## src/rtl/alu_share_arbiter.sv

```systemverilog
// Shares one combinational ALU between two requesters.
// Round-robin (or fixed) grant, one op in flight, result held until taken.
module alu_share_arbiter #(
    parameter int WIDTH      = 64,
    parameter int OPW        = 4,
    parameter bit FIXED_PRIO = 1'b0
) (
    input  logic             clk,
    input  logic             reset,
    input  logic             req0_valid,
    output logic             req0_ready,
    input  logic [WIDTH-1:0] req0_a,
    input  logic [WIDTH-1:0] req0_b,
    input  logic [OPW-1:0]   req0_op,
    input  logic             req1_valid,
    output logic             req1_ready,
    input  logic [WIDTH-1:0] req1_a,
    input  logic [WIDTH-1:0] req1_b,
    input  logic [OPW-1:0]   req1_op,
    output logic             rsp0_valid,
    input  logic             rsp0_ready,
    output logic             rsp1_valid,
    input  logic             rsp1_ready,
    output logic [WIDTH-1:0] rsp_result,
    output logic             rsp_zero,
    output logic [WIDTH-1:0] alu_a,
    output logic [WIDTH-1:0] alu_b,
    output logic [OPW-1:0]   alu_op,
    input  logic [WIDTH-1:0] alu_result,
    input  logic             alu_zero,
    output logic             busy,
    output logic             grant_id
);

    typedef enum logic [1:0] {
        IDLE = 2'd0,
        EXEC = 2'd1,
        RESP = 2'd2
    } state_t;

    state_t state, state_nxt;
    logic   ptr;
    logic   gnt;
    logic   accept;
    logic   rsp_hs;

    always_comb begin
        gnt = req1_valid;
        if (req0_valid && req1_valid)
            gnt = FIXED_PRIO ? 1'b0 : ptr;
    end

    // Readies are forced low while reset is held, whatever the state.
    assign req0_ready = reset & (state == IDLE) & ~gnt & req0_valid;
    assign req1_ready = reset & (state == IDLE) &  gnt & req1_valid;
    assign accept     = req0_ready | req1_ready;

    assign rsp0_valid = (state == RESP) & ~grant_id;
    assign rsp1_valid = (state == RESP) &  grant_id;
    assign rsp_hs     = (rsp0_valid & rsp0_ready) | (rsp1_valid & rsp1_ready);
    assign busy       = (state != IDLE);

    always_ff @(posedge clk) begin
        if (!reset)
            state <= IDLE;
        else
            state <= state_nxt;
    end

    always_comb begin
        state_nxt = state;
        unique case (state)
            IDLE:    if (accept) state_nxt = EXEC;
            EXEC:    state_nxt = RESP;
            RESP:    if (rsp_hs) state_nxt = IDLE;
            default: state_nxt = IDLE;
        endcase
    end

    always_ff @(posedge clk) begin
        if (!reset) begin
            ptr        <= 1'b0;
            grant_id   <= 1'b0;
            alu_a      <= '0;
            alu_b      <= '0;
            alu_op     <= '0;
            rsp_result <= '0;
            rsp_zero   <= 1'b0;
        end else begin
            if (accept) begin
                ptr      <= ~gnt;
                grant_id <= gnt;
                alu_a    <= gnt ? req1_a  : req0_a;
                alu_b    <= gnt ? req1_b  : req0_b;
                alu_op   <= gnt ? req1_op : req0_op;
            end
            if (state == EXEC) begin
                rsp_result <= alu_result;
                rsp_zero   <= alu_zero;
            end
        end
    end

endmodule

```

## config.mk

```make
export PLATFORM = sky130hd
export DESIGN_NAME = alu_share_arbiter
export DESIGN_NICKNAME = d
export VERILOG_FILES = /design/src/rtl/alu_share_arbiter.sv
export SDC_FILE = /design/constraint.sdc
export NUM_CORES = 1
export LEC_CHECK = 0
export BUFFER_PORTS_ARGS = -buffer_cell sky130_fd_sc_hd__buf_4
export CORE_AREA = 10 10 199 201
export DETAILED_ROUTE_END_ITERATION = 8
export DIE_AREA = 0 0 209 211
export GPL_TIMING_DRIVEN = 0
export MAX_ROUTING_LAYER = met4
export SETUP_SLACK_MARGIN = 0.3
export SLEW_MARGIN = 40
export SYNTH_ARGS = -nofsm -noshare
export SYNTH_HDL_FRONTEND = slang
export SYNTH_SLANG_ARGS = --single-unit
```

## constraint.sdc

```tcl
create_clock -name clk -period 3.25 [get_ports clk]
set_input_delay 0.65 -clock clk [delete_from_list [all_inputs] [get_ports clk]]
set_output_delay 0.65 -clock clk [all_outputs]
set_load 0.01 [all_outputs]
```

-- Word level (Yosys, flattened, before mapping)
Index checks and enable logic that the tools add are counted.
- add/sub/neg operators: 0
- multipliers: 0
- div/mod/pow operators: 0
- $lt $le $gt $ge: 0
- equal/unequal tests: 4
- shifts and indexed selects: 0
- muxes and demuxes: 7
- bitwise gates (word level): 13
- reductions and logical operators: 4
- operators by type and width (operator ; count):
    $mux W64 ; 2
    $and A1 B1 Y1 ; 9
    $pmux W2 S3 ; 1
    $mux W2 ; 2
    $mux W4 ; 1
    $ne A2 B2 Y1 const B ; 2
    $eq A2 B1 Y1 const B ; 1
    $eq A2 B2 Y1 const B ; 1
    $logic_not A2 Y1 ; 1
    $not A1 Y1 ; 2
    $or A1 B1 Y1 ; 2
    $reduce_and A2 Y1 ; 1
    $reduce_bool A2 Y1 ; 1
    $logic_and A1 B1 Y1 ; 1
    $mux W1 ; 1
- bits in registers: 201
- latch bits: 0
- bits in writable memories: 0
- ROM bits: 0
- output and inout port bits: 203
- logic and storage cells: 36
- memories: 0

-- Depth between registers and ports, before layout
- depth after elaboration: 8
- gate-level depth with buffers: 6
- gate-level depth less buffers: 4

-- Least setup slack after synthesis
Ideal clock, no wire load.
- path type: input -> output
- from: in req0_valid
- to: out req1_ready
- arrival: 1602 ps
- required time: 2600 ps
- path slack: 998 ps
- stages on the path: 5
- cell sequence: nor2b_1 -> buf_2 -> buf_4 -> clkbuf_1 -> nor4_1
- cells in the longest elaborated chain, start to end: 4
- ends and longest elaborated chain (element ; line ; RTL):
    from (decl) ; 10 ; input logic req0_valid,
    $logic_and A1 B1 Y1 ; 49 ; if (req0_valid && req1_valid)
    $mux W1 ; 49 ;
    $and A1 B1 Y1 (2 in a row) ; 55 ; assign req1_ready = reset & (state == IDLE) & gnt & req1_valid;
    to (decl) ; 16 ; output logic req1_ready,
Every way passes these cells.

-- Worst setup path after layout
- from: reg state[0]
- to: out req0_ready
- cells in the longest elaborated chain, start to end: 4
- ends and longest elaborated chain (element ; line ; RTL):
    from (decl) ; 41 ; state_t state, state_nxt;
    from (signal assigned) ; 67 ; state <= state_nxt;
    $logic_not A2 Y1 ; 54 ; assign req0_ready = reset & (state == IDLE) & ~gnt & req0_valid;
    $and A1 B1 Y1 (3 in a row) ; 54 ;
    to (decl) ; 11 ; output logic req0_ready,
Every way passes these cells.

==> metrics <==
number of nets at the end of the flow 1987; final clock skew about 0.0074 ns; share of cells above drive strength 1 0.4216; final critical delay including setup and external delays ~2.7 ns; P_sw between 2000 and 2500 uW; number of sinks driven by the clock tree between 200 and 250; max-cap violations 0; DIE HEIGHT roughly 210 um; cell types with the largest area share after synthesis sky130_fd_sc_hd__dfxtp_1 (43%), sky130_fd_sc_hd__nor4_1 (18%), sky130_fd_sc_hd__a21oi_1 (11%); result of the run finished, final reports clean; maximum vdd ir drop between 0.3 and 0.4 mV; count of state elements after synthesis roughly 200; initial core utilization 0.2619; required time at the endpoint of the critical path between 2 and 3 ns; CTS H-tree lvls 1; mapped cell area between 9000 and 10000 sq um; top cells by instance count after synthesis sky130_fd_sc_hd__nor4_1 (265), sky130_fd_sc_hd__dfxtp_1 (201), sky130_fd_sc_hd__a21oi_1 (200); number of vias per cell after detailed routing 5.130; number of failing setup endpoints in the final timing report 0; fraction of power consumed by combinational cells 0.276; share of async-settable or async-resettable flops after synthesis 0; f_max 364.1 MHz; antenna violations before repair 2; largest net degree at the start of global routing 13; Hold Violations, Final 0; area share of the largest cell type after synthesis 0.4340; Die ar. between 40000 and 50000 sq um; largest buffer count on any clock path 3; Final TNS setup 0 ns; total routing usage reported by global routing 0.2162; total CTS buffers 25; most used flip-flop cell after synthesis sky130_fd_sc_hd__dfxtp_1; Remaining DRCs 0; sequential share of power 0.376; Leakage Power 0.006087 uW; element type at the critical path end output pin; vias in the first global route 11380; cts-stage hold buffer count 0; classification of the worst-slack hold path in2reg; Clock Latency Late Sink about 0.53 ns; Port Buf Inserts roughly 540; drt wl/cell ~23 um; sequential cell area fraction in the yosys report 0.4340; number of flops mapped to enable cells by yosys 0; post-detailed-placement half-perimeter wirelength 38970 um; number of pins with negative max-slew slack in the final report 0; Area growth syn-to-layout 58.34%; Synth cell types 25; DRT iter0 DRCs 649; actual slew at the worst max-slew pin between 0.8 and 0.9 ns; Remaining Overflow, GRT 0; wire length of the first global-routing pass ~73000 um; share of the cycle needed by the critical path after routing 0.8450; share of total power in the clock network 0.348; Ports approximately 540; class of the most critical setup path reg2out; syn_nets 1422; Relative slew margins 0.4288; floorplan die width around 210 um; drt first pass iters 5; total vias in the final route around 11000; TritonCTS clock tree yes; cell with the most instances after synthesis sky130_fd_sc_hd__nor4_1; endpoint arrival time on the critical path roughly 2.1 ns; root buffer selected by CTS sky130_fd_sc_hd__clkbuf_16; switching part of the total power 0.3171; CTS clk-pin slew, worst paths about 0.060 ns; site row count 69; Post-DRT Antenna Nets 0; Startpoint Class flop; Post-Synthesis Mean Instance Area 8.529 sq um; Mapped Cells 1087; Total Power Consumption a little under 8000 uW; unrepaired setup endpoints after global routing false; area leader, netlist sky130_fd_sc_hd__dfxtp_1; Pint 5284 uW; power per cell area between 500 and 600 nW/um^2; core area about 35000 sq um; layout filler cell count 3606; count of warnings emitted by yosys 0; RePlAce Congestion 0.9382; Critical Path Fanout Max 10; total length of routed wires approximately 50000 um
-- per-layer routing --
layer	global-route usage	vias up	routed length (um)
li1	-	5195	-
met2	0.3583	472	24050
met3	0.05603	100	3915
met1	0.2490	5175	20190
met4	0.07616	0	1700
met5	-	-	0
-- stage by stage --
step	utilization	instances	cell area, sq um	hold slack [ns]	worst slack (ns)
finish	0.4147	2133	14680	0.3663	0.5036
CTS	0.4144	2131	14670	0.3382	0.3285
global route	0.4147	2133	14680	0.3533	0.3543
detailed placement	0.3922	2085	13880	0.4481	0.2820
global placement	0.3921	2085	13880	0.4432	0.2797
floorplan	-	1087	9271	0.4739	0.9976
-- what timing repair did --
action / in CTS / in global routing
gates resized for setup: 1 / 3
setup buffers: 1 / 0
cloned: 0 / 0
setup endpoints to repair: 1 / 1
endpoints found under the hold margin: 0 / 0
pin swaps: 1 / 0
-- kinds of logic (layout without fill, tap and decap cells) --
family	after synthesis	count (layout)	share of synthesized area
flip-flops	201	201	0.4340
AND/OR/NAND/NOR	543	543	0.3865
other	0	2	0
buffers and inverters	141	724	0.06991
AO/OA/AOI/OAI	201	201	0.1085
multiplexers	1	1	0.001080
-- registers in the layout, summed over array words and instances, names as in the netlist --
signal      cells
alu_a          64
alu_b          64
alu_op          4
grant_id        1
ptr             1
rsp_result     64
rsp_zero        1
state           2
-- worst max-delay path: stages (launching register included) --
cell and delay (ns):
sky130_fd_sc_hd__dfxtp_1 0.49, sky130_fd_sc_hd__nor2_4 0.09, sky130_fd_sc_hd__inv_1 0.07, sky130_fd_sc_hd__buf_2 0.33, sky130_fd_sc_hd__buf_2 0.32, sky130_fd_sc_hd__nor3_1 0.08, sky130_fd_sc_hd__buf_4 0.18
-- worst paths after layout --
check	slack, ns	end	from	cells after the start
hold / removal	0.37	rsp_result[57]	alu_result[57]	3
setup / recovery	0.50	req0_ready	state[0]	6
setup reg to reg	1.12	alu_b[60]	ptr	5
hold reg to reg	0.45	rsp_result[56]	rsp_result[56]	2
-- power by group through the flow --
| stage | combinational [uW] | sequential, uW | clock (uW) |
|---|---|---|---|
| after global placement | 2140 | 2950 | 0 |
| after detailed placement | 2150 | 2950 | 0 |
| after CTS | 2160 | 2900 | 2750 |
| after floorplan | 878 | 3050 | 0 |
| final | 2140 | 2910 | 2690 |
| after global routing | 2310 | 2930 | 2850 |
-- placed cells by master, fill, tap and decap left out, drive strengths merged --
cell type  count
nor3b        133
dfxtp        201
diode          2
or3            1
clkinv         3
nand3b         1
or2            1
clkinvlp       1
buf          591
nor2           2
a21oi        200
nand2b         1
nand2        133
and3b          1
nor2b          2
nor4         265
inv            5
and3           1
clkbuf       124
or3b           1
mux2i          1
nor3           1
o21ai          1
-- final cells by class --
type / count / area, sq um / share of cell area
Clock inverter: 6 / 40.04 / 0.002727
Antenna cell: 2 / 5.005 / 0.0003409
Multi-Input combinational cell: 745 / 4606 / 0.3137
Tap cell: 461 / 576.8 / 0.03929
Sequential cell: 201 / 4024 / 0.2741
Timing Repair Buffer: 538 / 4039 / 0.2751
Clock buffer: 39 / 738.2 / 0.05029
Buffer: 138 / 640.6 / 0.04364
Inverter: 3 / 11.26 / 0.0007671
Power figures use the tool's default switching activity.
